## src/rtl/mips_isa_pkg.sv

```systemverilog
// Instruction-set constants and decoded-instruction types shared by the fetch
// sequencer and its operand decoder.
package mips_isa_pkg;

    localparam logic [5:0]  OP_LOAD  = 6'b001000;
    localparam logic [5:0]  OP_STORE = 6'b001001;
    localparam logic [5:0]  OP_ALU   = 6'b000111;

    localparam logic [31:0] NOP_WORD = 32'h0;

    localparam int unsigned OP_MSB = 31;
    localparam int unsigned OP_LSB = 26;
    localparam int unsigned RS_MSB = 25;
    localparam int unsigned RS_LSB = 21;
    localparam int unsigned RT_MSB = 20;
    localparam int unsigned RT_LSB = 16;
    localparam int unsigned RD_MSB = 15;
    localparam int unsigned RD_LSB = 11;

    typedef logic [4:0] reg_idx_t;

    typedef struct packed {
        logic     src1_v;
        reg_idx_t src1;
        logic     src2_v;
        reg_idx_t src2;
        logic     dst_v;
        reg_idx_t dst;
    } dec_instr_t;

    // One in-flight producer slot.
    typedef struct packed {
        logic     v;
        reg_idx_t r;
    } sb_entry_t;

endpackage

```

## src/rtl/fetch_hazard_unit_if.sv

```systemverilog
// Fetch-side bus: instruction memory address/data plus the decode-facing issue port.
interface fetch_hazard_unit_if #(
    parameter int unsigned DATA_WIDTH = 32,
    parameter int unsigned PC_WIDTH   = 32,
    parameter int unsigned CNT_WIDTH  = 16
);
    logic                  run;
    logic [DATA_WIDTH-1:0] instr_in;
    logic [PC_WIDTH-1:0]   pc_addr;
    logic [DATA_WIDTH-1:0] instr_out;
    logic                  instr_valid;
    logic                  stall;
    logic [CNT_WIDTH-1:0]  bubble_cnt;

    // Fetch unit side.
    modport master (
        input  run,
        input  instr_in,
        output pc_addr,
        output instr_out,
        output instr_valid,
        output stall,
        output bubble_cnt
    );

    // Memory / decode / control side.
    modport slave (
        output run,
        output instr_in,
        input  pc_addr,
        input  instr_out,
        input  instr_valid,
        input  stall,
        input  bubble_cnt
    );
endinterface

```

## src/rtl/instr_src_dst_decode.sv

```systemverilog
// Extracts the source and destination register operands of a candidate word.
module instr_src_dst_decode
    import mips_isa_pkg::*;
#(
    parameter int unsigned DATA_WIDTH = 32
) (
    input  logic [DATA_WIDTH-1:0] instr_i,
    output dec_instr_t            dec_o
);

    // Low immediate/funct bits carry no register operands.
    logic unused_bits;
    assign unused_bits = ^instr_i[RD_LSB-1:0];

    // Opcode-driven operand decode; unknown opcodes and the NOP word read nothing.
    always_comb begin
        dec_o = '0;
        case (instr_i[OP_MSB:OP_LSB])
            OP_LOAD: begin
                dec_o.src1_v = 1'b1;
                dec_o.src1   = instr_i[RS_MSB:RS_LSB];
                dec_o.dst_v  = 1'b1;
                dec_o.dst    = instr_i[RT_MSB:RT_LSB];
            end
            OP_STORE: begin
                dec_o.src1_v = 1'b1;
                dec_o.src1   = instr_i[RS_MSB:RS_LSB];
                dec_o.src2_v = 1'b1;
                dec_o.src2   = instr_i[RT_MSB:RT_LSB];
            end
            OP_ALU: begin
                dec_o.src1_v = 1'b1;
                dec_o.src1   = instr_i[RS_MSB:RS_LSB];
                dec_o.src2_v = 1'b1;
                dec_o.src2   = instr_i[RT_MSB:RT_LSB];
                dec_o.dst_v  = 1'b1;
                dec_o.dst    = instr_i[RD_MSB:RD_LSB];
            end
            default: dec_o = '0;
        endcase
    end

endmodule

```

## src/rtl/fetch_hazard_unit.sv

```systemverilog
// Fetch sequencer with RAW interlock: drives the PC, replays a held word after
// a stall, and inserts zero bubbles while a source is still in flight.
module fetch_hazard_unit
    import mips_isa_pkg::*;
#(
    parameter int unsigned         DATA_WIDTH = 32,
    parameter int unsigned         PC_WIDTH   = 32,
    parameter logic [PC_WIDTH-1:0] PC_BASE    = 'h1030,
    parameter int unsigned         HAZ_DEPTH  = 3,
    parameter int unsigned         CNT_WIDTH  = 16
) (
    input  logic               clk,
    input  logic               rst,
    fetch_hazard_unit_if.master bus
);

    logic [PC_WIDTH-1:0]          pc_q, pc_d;
    logic [DATA_WIDTH-1:0]        instr_q, instr_d;
    logic                         valid_q, valid_d;
    logic [DATA_WIDTH-1:0]        hold_q, hold_d;
    logic                         hold_full_q, hold_full_d;
    logic [CNT_WIDTH-1:0]         cnt_q, cnt_d;
    sb_entry_t [HAZ_DEPTH-1:0]    sb_q, sb_d;
    sb_entry_t                    sb_in;

    logic [DATA_WIDTH-1:0]        cand;
    dec_instr_t                   dec;
    logic                         hazard;
    logic                         freeze;

    // The held word takes priority: it was fetched before the PC froze.
    assign cand = hold_full_q ? hold_q : bus.instr_in;

    instr_src_dst_decode #(
        .DATA_WIDTH (DATA_WIDTH)
    ) u_decode (
        .instr_i (cand),
        .dec_o   (dec)
    );

    // Compare candidate sources against every valid in-flight destination.
    always_comb begin
        hazard = 1'b0;
        for (int unsigned i = 0; i < HAZ_DEPTH; i++) begin
            if (sb_q[i].v &&
                ((dec.src1_v && (dec.src1 == sb_q[i].r)) ||
                 (dec.src2_v && (dec.src2 == sb_q[i].r)))) begin
                hazard = 1'b1;
            end
        end
    end

    assign freeze = hazard | ~bus.run;

    // Next-state for PC, issue register, hold register, scoreboard and counter.
    always_comb begin
        pc_d        = pc_q;
        instr_d     = '0;
        valid_d     = 1'b0;
        hold_d      = hold_q;
        hold_full_d = hold_full_q;
        cnt_d       = cnt_q;
        sb_in       = '0;
        if (!freeze) begin
            instr_d     = cand;
            valid_d     = 1'b1;
            pc_d        = pc_q + PC_WIDTH'(1);
            hold_full_d = 1'b0;
            sb_in.v     = dec.dst_v;
            sb_in.r     = dec.dst_v ? dec.dst : '0;
        end else begin
            if (!hold_full_q) begin
                hold_d      = cand;
                hold_full_d = 1'b1;
            end
            // A hazard seen while run is low is a run freeze, not a hazard bubble.
            if (hazard && bus.run && (cnt_q != '1)) begin
                cnt_d = cnt_q + CNT_WIDTH'(1);
            end
        end
        sb_d[0] = sb_in;
        for (int unsigned i = 1; i < HAZ_DEPTH; i++) begin
            sb_d[i] = sb_q[i-1];
        end
    end

    // State registers with asynchronous reset.
    always_ff @(posedge clk or posedge rst) begin
        if (rst) begin
            pc_q        <= PC_BASE;
            instr_q     <= '0;
            valid_q     <= 1'b0;
            hold_q      <= '0;
            hold_full_q <= 1'b0;
            cnt_q       <= '0;
            sb_q        <= '0;
        end else begin
            pc_q        <= pc_d;
            instr_q     <= instr_d;
            valid_q     <= valid_d;
            hold_q      <= hold_d;
            hold_full_q <= hold_full_d;
            cnt_q       <= cnt_d;
            sb_q        <= sb_d;
        end
    end

    assign bus.pc_addr     = pc_q;
    assign bus.instr_out   = instr_q;
    assign bus.instr_valid = valid_q;
    assign bus.stall       = freeze;
    assign bus.bubble_cnt  = cnt_q;

endmodule

```

## src/flat_wrapper.sv

```systemverilog
// flat-port wrapper written by rule: the top's interface ports become plain ports
module fetch_hazard_unit_flat import mips_isa_pkg::*;
#(
    parameter int unsigned         DATA_WIDTH = 32,
    parameter int unsigned         PC_WIDTH   = 32,
    parameter logic [PC_WIDTH-1:0] PC_BASE    = 'h1030,
    parameter int unsigned         HAZ_DEPTH  = 3,
    parameter int unsigned         CNT_WIDTH  = 16
)
  (clk, rst, bus_run, bus_instr_in, bus_pc_addr, bus_instr_out, bus_instr_valid, bus_stall, bus_bubble_cnt);
  fetch_hazard_unit_if #(.DATA_WIDTH(DATA_WIDTH), .PC_WIDTH(PC_WIDTH), .CNT_WIDTH(CNT_WIDTH)) bus_i ();
  input  logic clk;
  input  logic rst;
  input wire logic [$bits(bus_i.run)-1:0] bus_run;
  input wire logic [$bits(bus_i.instr_in)-1:0] bus_instr_in;
  output wire logic [$bits(bus_i.pc_addr)-1:0] bus_pc_addr;
  output wire logic [$bits(bus_i.instr_out)-1:0] bus_instr_out;
  output wire logic [$bits(bus_i.instr_valid)-1:0] bus_instr_valid;
  output wire logic [$bits(bus_i.stall)-1:0] bus_stall;
  output wire logic [$bits(bus_i.bubble_cnt)-1:0] bus_bubble_cnt;
  assign bus_i.run = bus_run;
  assign bus_i.instr_in = bus_instr_in;
  assign bus_pc_addr = bus_i.pc_addr;
  assign bus_instr_out = bus_i.instr_out;
  assign bus_instr_valid = bus_i.instr_valid;
  assign bus_stall = bus_i.stall;
  assign bus_bubble_cnt = bus_i.bubble_cnt;
  fetch_hazard_unit #(.DATA_WIDTH(DATA_WIDTH), .PC_WIDTH(PC_WIDTH), .PC_BASE(PC_BASE), .HAZ_DEPTH(HAZ_DEPTH), .CNT_WIDTH(CNT_WIDTH)) u_core (.clk(clk), .rst(rst), .bus(bus_i));
endmodule
```

## config.mk

```make
export PLATFORM = sky130hd
export DESIGN_NAME = fetch_hazard_unit_flat
export DESIGN_NICKNAME = d
export VERILOG_FILES = /design/src/rtl/mips_isa_pkg.sv /design/src/rtl/fetch_hazard_unit_if.sv /design/src/rtl/instr_src_dst_decode.sv /design/src/rtl/fetch_hazard_unit.sv /design/src/flat_wrapper.sv
export SDC_FILE = /design/constraint.sdc
export NUM_CORES = 1
export LEC_CHECK = 0
export BUFFER_PORTS_ARGS = -buffer_cell sky130_fd_sc_hd__buf_2
export CORE_MARGIN = 2
export CORE_UTILIZATION = 45
export DETAILED_ROUTE_END_ITERATION = 7
export PLACE_DENSITY = 0.73
export SLEW_MARGIN = 5
export SYNTH_ARGS = -nofsm -noshare
export SYNTH_HDL_FRONTEND = slang
export SYNTH_SLANG_ARGS = --single-unit
```

## constraint.sdc

```tcl
create_clock -name clk -period 5.7 [get_ports clk]
set_input_delay 0.855 -clock clk [delete_from_list [all_inputs] [get_ports clk]]
set_output_delay 0.855 -clock clk [all_outputs]
set_load 0.005 [all_outputs]
```

Word-level counts from Yosys, hierarchy flattened
Index checks and enable logic that the tools add are counted.
Word-level totals
  register bits after elaboration: 132
  output and inout bits: 82
Operators by class
  add/subtract/negate cells: 2
  equal/unequal tests: 10
  mux-type cells: 12
  bitwise logic cells: 3
  reduce and logical (&&, ||, !) cells: 18
Operator list (count)
  32-bit 2-to-1 mux: 2
  32-bit by 1-bit adder with 32-bit output (second input constant): 1
  5-bit equality test: 6
  6-bit 2-to-1 mux: 3
  16-bit by 1-bit adder with 16-bit output (second input constant): 1
  16-bit inequality test (second input constant): 1
  6-bit by 4-bit equality test with 1-bit output (second input constant): 2
  6-bit one-hot mux with 2 select lines: 1
  1-bit logical AND: 11
  6-bit by 3-bit equality test with 1-bit output (second input constant): 1
  1-bit 2-to-1 mux: 5
  5-bit 2-to-1 mux: 1
  2-bit AND reduction: 2
  1-bit logical OR: 3
  3-bit OR reduction: 1
  1-bit NOT: 2
  2-bit OR reduction: 1
  1-bit OR: 1

Depth between registers and ports, before layout
  depth after elaboration: 14
  depth in mapped cells: 13
  gate-level depth less buffers: 9

By module
From an unflattened synthesis, not the netlist that was laid out.
Unflattened totals
  cell total of the unflattened synthesis: 487
  area total of the unflattened synthesis: 6004.5 um^2
Modules (own cells, without submodules)
  fetch_hazard_unit: times used 1, cells an instance 461, area an instance 5793.1 um^2, seq. area each 3306.9 um^2
  instr_src_dst_decode: times used 1, cells an instance 26, area an instance 211.5 um^2, seq. area each 0.0 um^2

Least setup slack after synthesis
No wires, ideal clock.
  path type: input to output
  start: input bus_instr_in[29]
  end: output bus_stall
  arrival: 3.153 ns
  required time: 4.845 ns
  slack: 1.692 ns
  cell stages on the path: 10
  path buffers: 3
  cells stage by stage: mux2_2 or4_4 a21o_1 or4_4 o211ai_2 nor2_4 inv_2 buf_2 buf_4 buf_4
Between the ends
  word-level cells in the longest chain between the ends: 12
RTL lines
  start: declaration: line flat_wrapper.sv:15  | input wire logic [$bits(bus_i.instr_in)-1:0] bus_instr_in;
  32-bit 2-to-1 mux *: line fetch_hazard_unit.sv:32  | assign cand = hold_full_q ? hold_q : bus.instr_in;
  6-bit by 3-bit equality test with 1-bit output / 6-bit by 4-bit equality test with 1-bit output (equally long branches): line instr_src_dst_decode.sv:18  | case (instr_i[OP_MSB:OP_LSB])
  3-bit OR reduction (no source line) / 2-bit OR reduction (equally long branches)
  6-bit 2-to-1 mux: line instr_src_dst_decode.sv:18
  5-bit equality test (on tied branches): line fetch_hazard_unit.sv:46, fetch_hazard_unit.sv:47
  1-bit logical AND (on tied branches): line fetch_hazard_unit.sv:46, fetch_hazard_unit.sv:47
  1-bit logical OR: line fetch_hazard_unit.sv:46  | ((dec.src1_v && (dec.src1 == sb_q[i].r)) ||
  1-bit logical AND: line fetch_hazard_unit.sv:45  | if (sb_q[i].v &&
  1-bit 2-to-1 mux (2 in a row): line fetch_hazard_unit.sv:45
  1-bit 2-to-1 mux *: line fetch_hazard_unit.sv:45
  1-bit OR *: line fetch_hazard_unit.sv:53  | assign freeze = hazard | ~bus.run;
  end: declaration: line flat_wrapper.sv:19  | output wire logic [$bits(bus_i.stall)-1:0] bus_stall;
Mark *: on every way between the ends. The rest lies on a longest branch, timed or not.

Final worst setup path
  start: register u_core.hold_full_q
  end: output bus_stall
Between the ends
  word-level cells in the longest chain between the ends: 12
RTL lines
  start: declaration: line fetch_hazard_unit.sv:21  | logic hold_full_q, hold_full_d;
  start signal: assignment: line fetch_hazard_unit.sv:102  | hold_full_q <= hold_full_d;
  32-bit 2-to-1 mux *: line fetch_hazard_unit.sv:32
  6-bit by 3-bit equality test with 1-bit output / 6-bit by 4-bit equality test with 1-bit output (equally long branches): line instr_src_dst_decode.sv:18
  3-bit OR reduction (no source line) / 2-bit OR reduction (equally long branches)
  6-bit 2-to-1 mux: line instr_src_dst_decode.sv:18
  5-bit equality test (on tied branches): line fetch_hazard_unit.sv:46, fetch_hazard_unit.sv:47
  1-bit logical AND (on tied branches): line fetch_hazard_unit.sv:46, fetch_hazard_unit.sv:47
  1-bit logical OR: line fetch_hazard_unit.sv:46
  1-bit logical AND: line fetch_hazard_unit.sv:45
  1-bit 2-to-1 mux (2 in a row): line fetch_hazard_unit.sv:45
  1-bit 2-to-1 mux *: line fetch_hazard_unit.sv:45
  1-bit OR *: line fetch_hazard_unit.sv:53
Marked as above.

==> impl_metrics.csv <==
group,metric,value,unit
cts,cts_setup_buffers,0,
routing,drc_errors,0,
sta,fin_crit_sh,0.837,
synth,synthCells,490,
power_and_ir_drop,swShare,0.236,
cts,cts.sinks,132,
sta,hold_viol,0,
cts,cts_tree,"yes",
placed_design,gp_congestion,0.905,
cts,cts_resized,0,
cts,clkSlewWorstSetupHoldPaths,0.06,ns
routing,drt_iter0_markers,185,
cells_and_area,drive_gt1_frac,0.326,
synth,syn-cell-area,5960,um2
min_path,hp-class,"flop to flop",
synth,yosys-top-cells-area,"dfrtp_1, mux2_4, xor2_1, xnor2_1, mux2i_1",
global_routing,grt.overflow.total,0,
cells_and_area,nFillCells,1119,
global_routing,grt_pass1_vias,4319,
cts,cts_root_buf,"clkbuf_16",
cts,clockBufferDepth,2,
sta,fin_crit,4.77,ns
cts,clk_latency,0.42,ns
routing,wire_per_inst,16.4,um
sta,setup_viol,0,
synth,synth_fp_nets,527,
synth,avgSynthCellArea,12.2,um2
die,die_w,119,um
sta,totalNegativeSetupSlack,0,ns
critical_path,path_cells,"mux2_2 > or4_4 > a21o_1 > or4_4 > o211ai_2 > nor2_4 > inv_2 > buf_2",
flow_run,maxCapViolCount,0,
cts,htreeDepth,4,
min_path,worst_hold_path.num_cells,0,
critical_path,arrival,3.91,ns
cells_and_area,areaGrowthSynthToFinish,23.7,%
sta,finalClockSkew,0.00793,ns
critical_path,worstPathRequired,4.85,ns
power_and_ir_drop,p_seq_frac,0.408,
die,rows,42,
power_and_ir_drop,clkPwrFrac,0.475,
cts,cts_hold_buf,0,
sta,fmax,210,MHz
power_and_ir_drop,pwr-share-comb,0.116,
placed_design,numPortBuffers,116,
global_routing,grt_use_total,0.195,
die,die-area,14200,um2
sta,grt_setup_unrepaired,"false",
critical_path,path_common_cell,"or4_4",
synth,synth_cell_types,43,
power_and_ir_drop,switchingPower,645,uW
die,pin_count,117,
sta,drv_slew,0,
synth,synth_area_leader_cell,"dfrtp_1",
power_and_ir_drop,total_power,2730,uW
critical_path,worstPathMaxFanout,29,
critical_path,worstRegToRegCells,9,
cells_and_area,nets,647,
critical_path,critPathKind,"flop to output pin",
critical_path,cp-start-kind,"flop",
synth,ys_seq_area_frac,0.555,
routing,routed_wl,13.1,mm
global_routing,antenna_found_initial,0,
routing,vias_per_cell,5.17,
critical_path,endpoint_kind,"output pin",
sta,slew_headroom,0.206,
cts,numCtsBuffers,17,
power_and_ir_drop,p_int,2080,uW
die,start_util,0.455,
global_routing,grt_pass1_wl,21.6,mm
routing,drt-pass1-iter-count,4,
critical_path,critPathMaxStageDelay,0.85,ns
synth,synthDominantCellAreaShare,0.542,
global_routing,grt_max_degree,96,
die,core-area,13100,um2
power_and_ir_drop,ir_drop,0.000194,V
critical_path,slowest_stage,"dfrtp_2",
power_and_ir_drop,p_per_area,370,nW/um2
routing,route.antenna.remaining_nets,0,
status,outcome,"finished, final reports clean",
synth,yosysWarnings,0,
power_and_ir_drop,p_leak,0.00367,uW
die,dieHeight,119,um
sta,worst_pin_slew,1.19,ns
placed_design,dp.final_hpwl,8.83,mm
cells_and_area,antenna_cells,0,
synth,synth_seq_cells,132,
routing,via_count,4131,
==> routing by layer <==
layer / GRT usage / vias up / part of all wire
met1: 0.258 / 2056 / 0.46
met2: 0.300 / 110 / 0.47
met5: 0 / - / 0
li1: - / 1942 / -
met4: 0.0930 / 0 / 0.023
met3: 0.0532 / 23 / 0.050
==> power groups by stage <==
stage          logic, uW  registers [uW]  clock network, uW
2_1_floorplan        209            1110                  0
3_3_place_gp         311            1120                  0
3_5_place_dp         320            1130                  0
4_1_cts              322            1110               1320
5_1_grt              351            1130               1360
6_report             317            1110               1300
==> flip-flops by register name (all words and copies together) (netlist names) <==
name,flops
u_core.bus.pc_addr,32
u_core.sb_q,6
u_core.hold_full_q,1
u_core.hold_q,32
u_core.sb_d,12
u_core.bus.instr_out,32
u_core.bus.instr_valid,1
u_core.bus.bubble_cnt,16
==> critical path: cells and delay by family (launching register included) <==
family | cells | cell delay, ns
simple gates | 3 | 1.23
compound gates | 2 | 0.34
buf+inv | 2 | 0.60
flops | 1 | 0.85
mux | 1 | 0.45
==> cell usage in the layout (no fill, tap or decap), drive strengths merged, types with 7 or more instances in the layout <==
master    n
dfrtp   129
buf     119
nor2     50
xor2     40
mux2     39
xnor2    33
nand3    26
mux2i    25
clkbuf   19
nand4    18
nand2    17
nor3     16
and3     12
nor4     10
inv      10
and2      9
a21oi     8
bufinv    7
==> cell families after synthesis <==
logic type | after synthesis | synth area share
flops | 132 | 0.555
fa+ha+maj | 2 | 0.00420
simple gates | 169 | 0.145
mux | 64 | 0.135
xor+xnor | 73 | 0.107
compound gates | 22 | 0.0261
buf+inv | 28 | 0.0275
==> cell type report <==
class                      count  area [um2]  area share
clock inverter                13         253      0.0343
timing repair buffer         119         603      0.0819
tap                          176         220      0.0299
sequential                   132        3310       0.449
multi-input combinational    330        2490       0.338
clock buffer                  19         453      0.0615
inverter                      10        42.5     0.00577
==> path summary, 6_finish.rpt <==
check	from	endpoint	slack [ns]
setup / recovery	u_core.hold_full_q	bus_stall	0.93
hold / removal	u_core.sb_d[15]	u_core.sb_q[15]	0.43
setup reg to reg	u_core.hold_full_q	u_core.hold_q[29]	0.98
hold reg to reg	u_core.sb_d[15]	u_core.sb_q[15]	0.43
max in group asynchronous	rst	u_core.hold_full_q	4.01
min in group asynchronous	rst	u_core.bus.pc_addr[31]	0.59
==> through the flow <==
stage	std cells	worst slack [ns]	cell area, um2	hold slack (ns)	utilization
finish	799	0.931	7370	0.434	0.563
global placement	767	1.09	6660	0.421	0.509
CTS	799	0.928	7370	0.434	0.563
global route	799	0.747	7370	0.451	0.563
detailed placement	767	1.01	6660	0.420	0.509
floorplan	490	1.32	5960	0.373	-
==> cells in the mapped netlist (all sizes together) <==
cell	n
dfrtp	129
nor2	50
xor2	40
mux2	39
xnor2	33
nand3	26
mux2i	25
nand4	18
nand2	17
nor3	16
buf	13
and3	12
inv	10
nor4	10
and2	9
a21oi	8
clkbuf	5
or3	4
dfstp	3
o21ai	3
a31oi	2
ha	2
nor4b	2
or4	2
a211oi	1
a21boi	1
a21o	1
a311oi	1
and4	1
nand2b	1
nor3b	1
o211ai	1
o21a	1
o22a	1
o31a	1
o31ai	1
(Power assumes the default switching activity.)
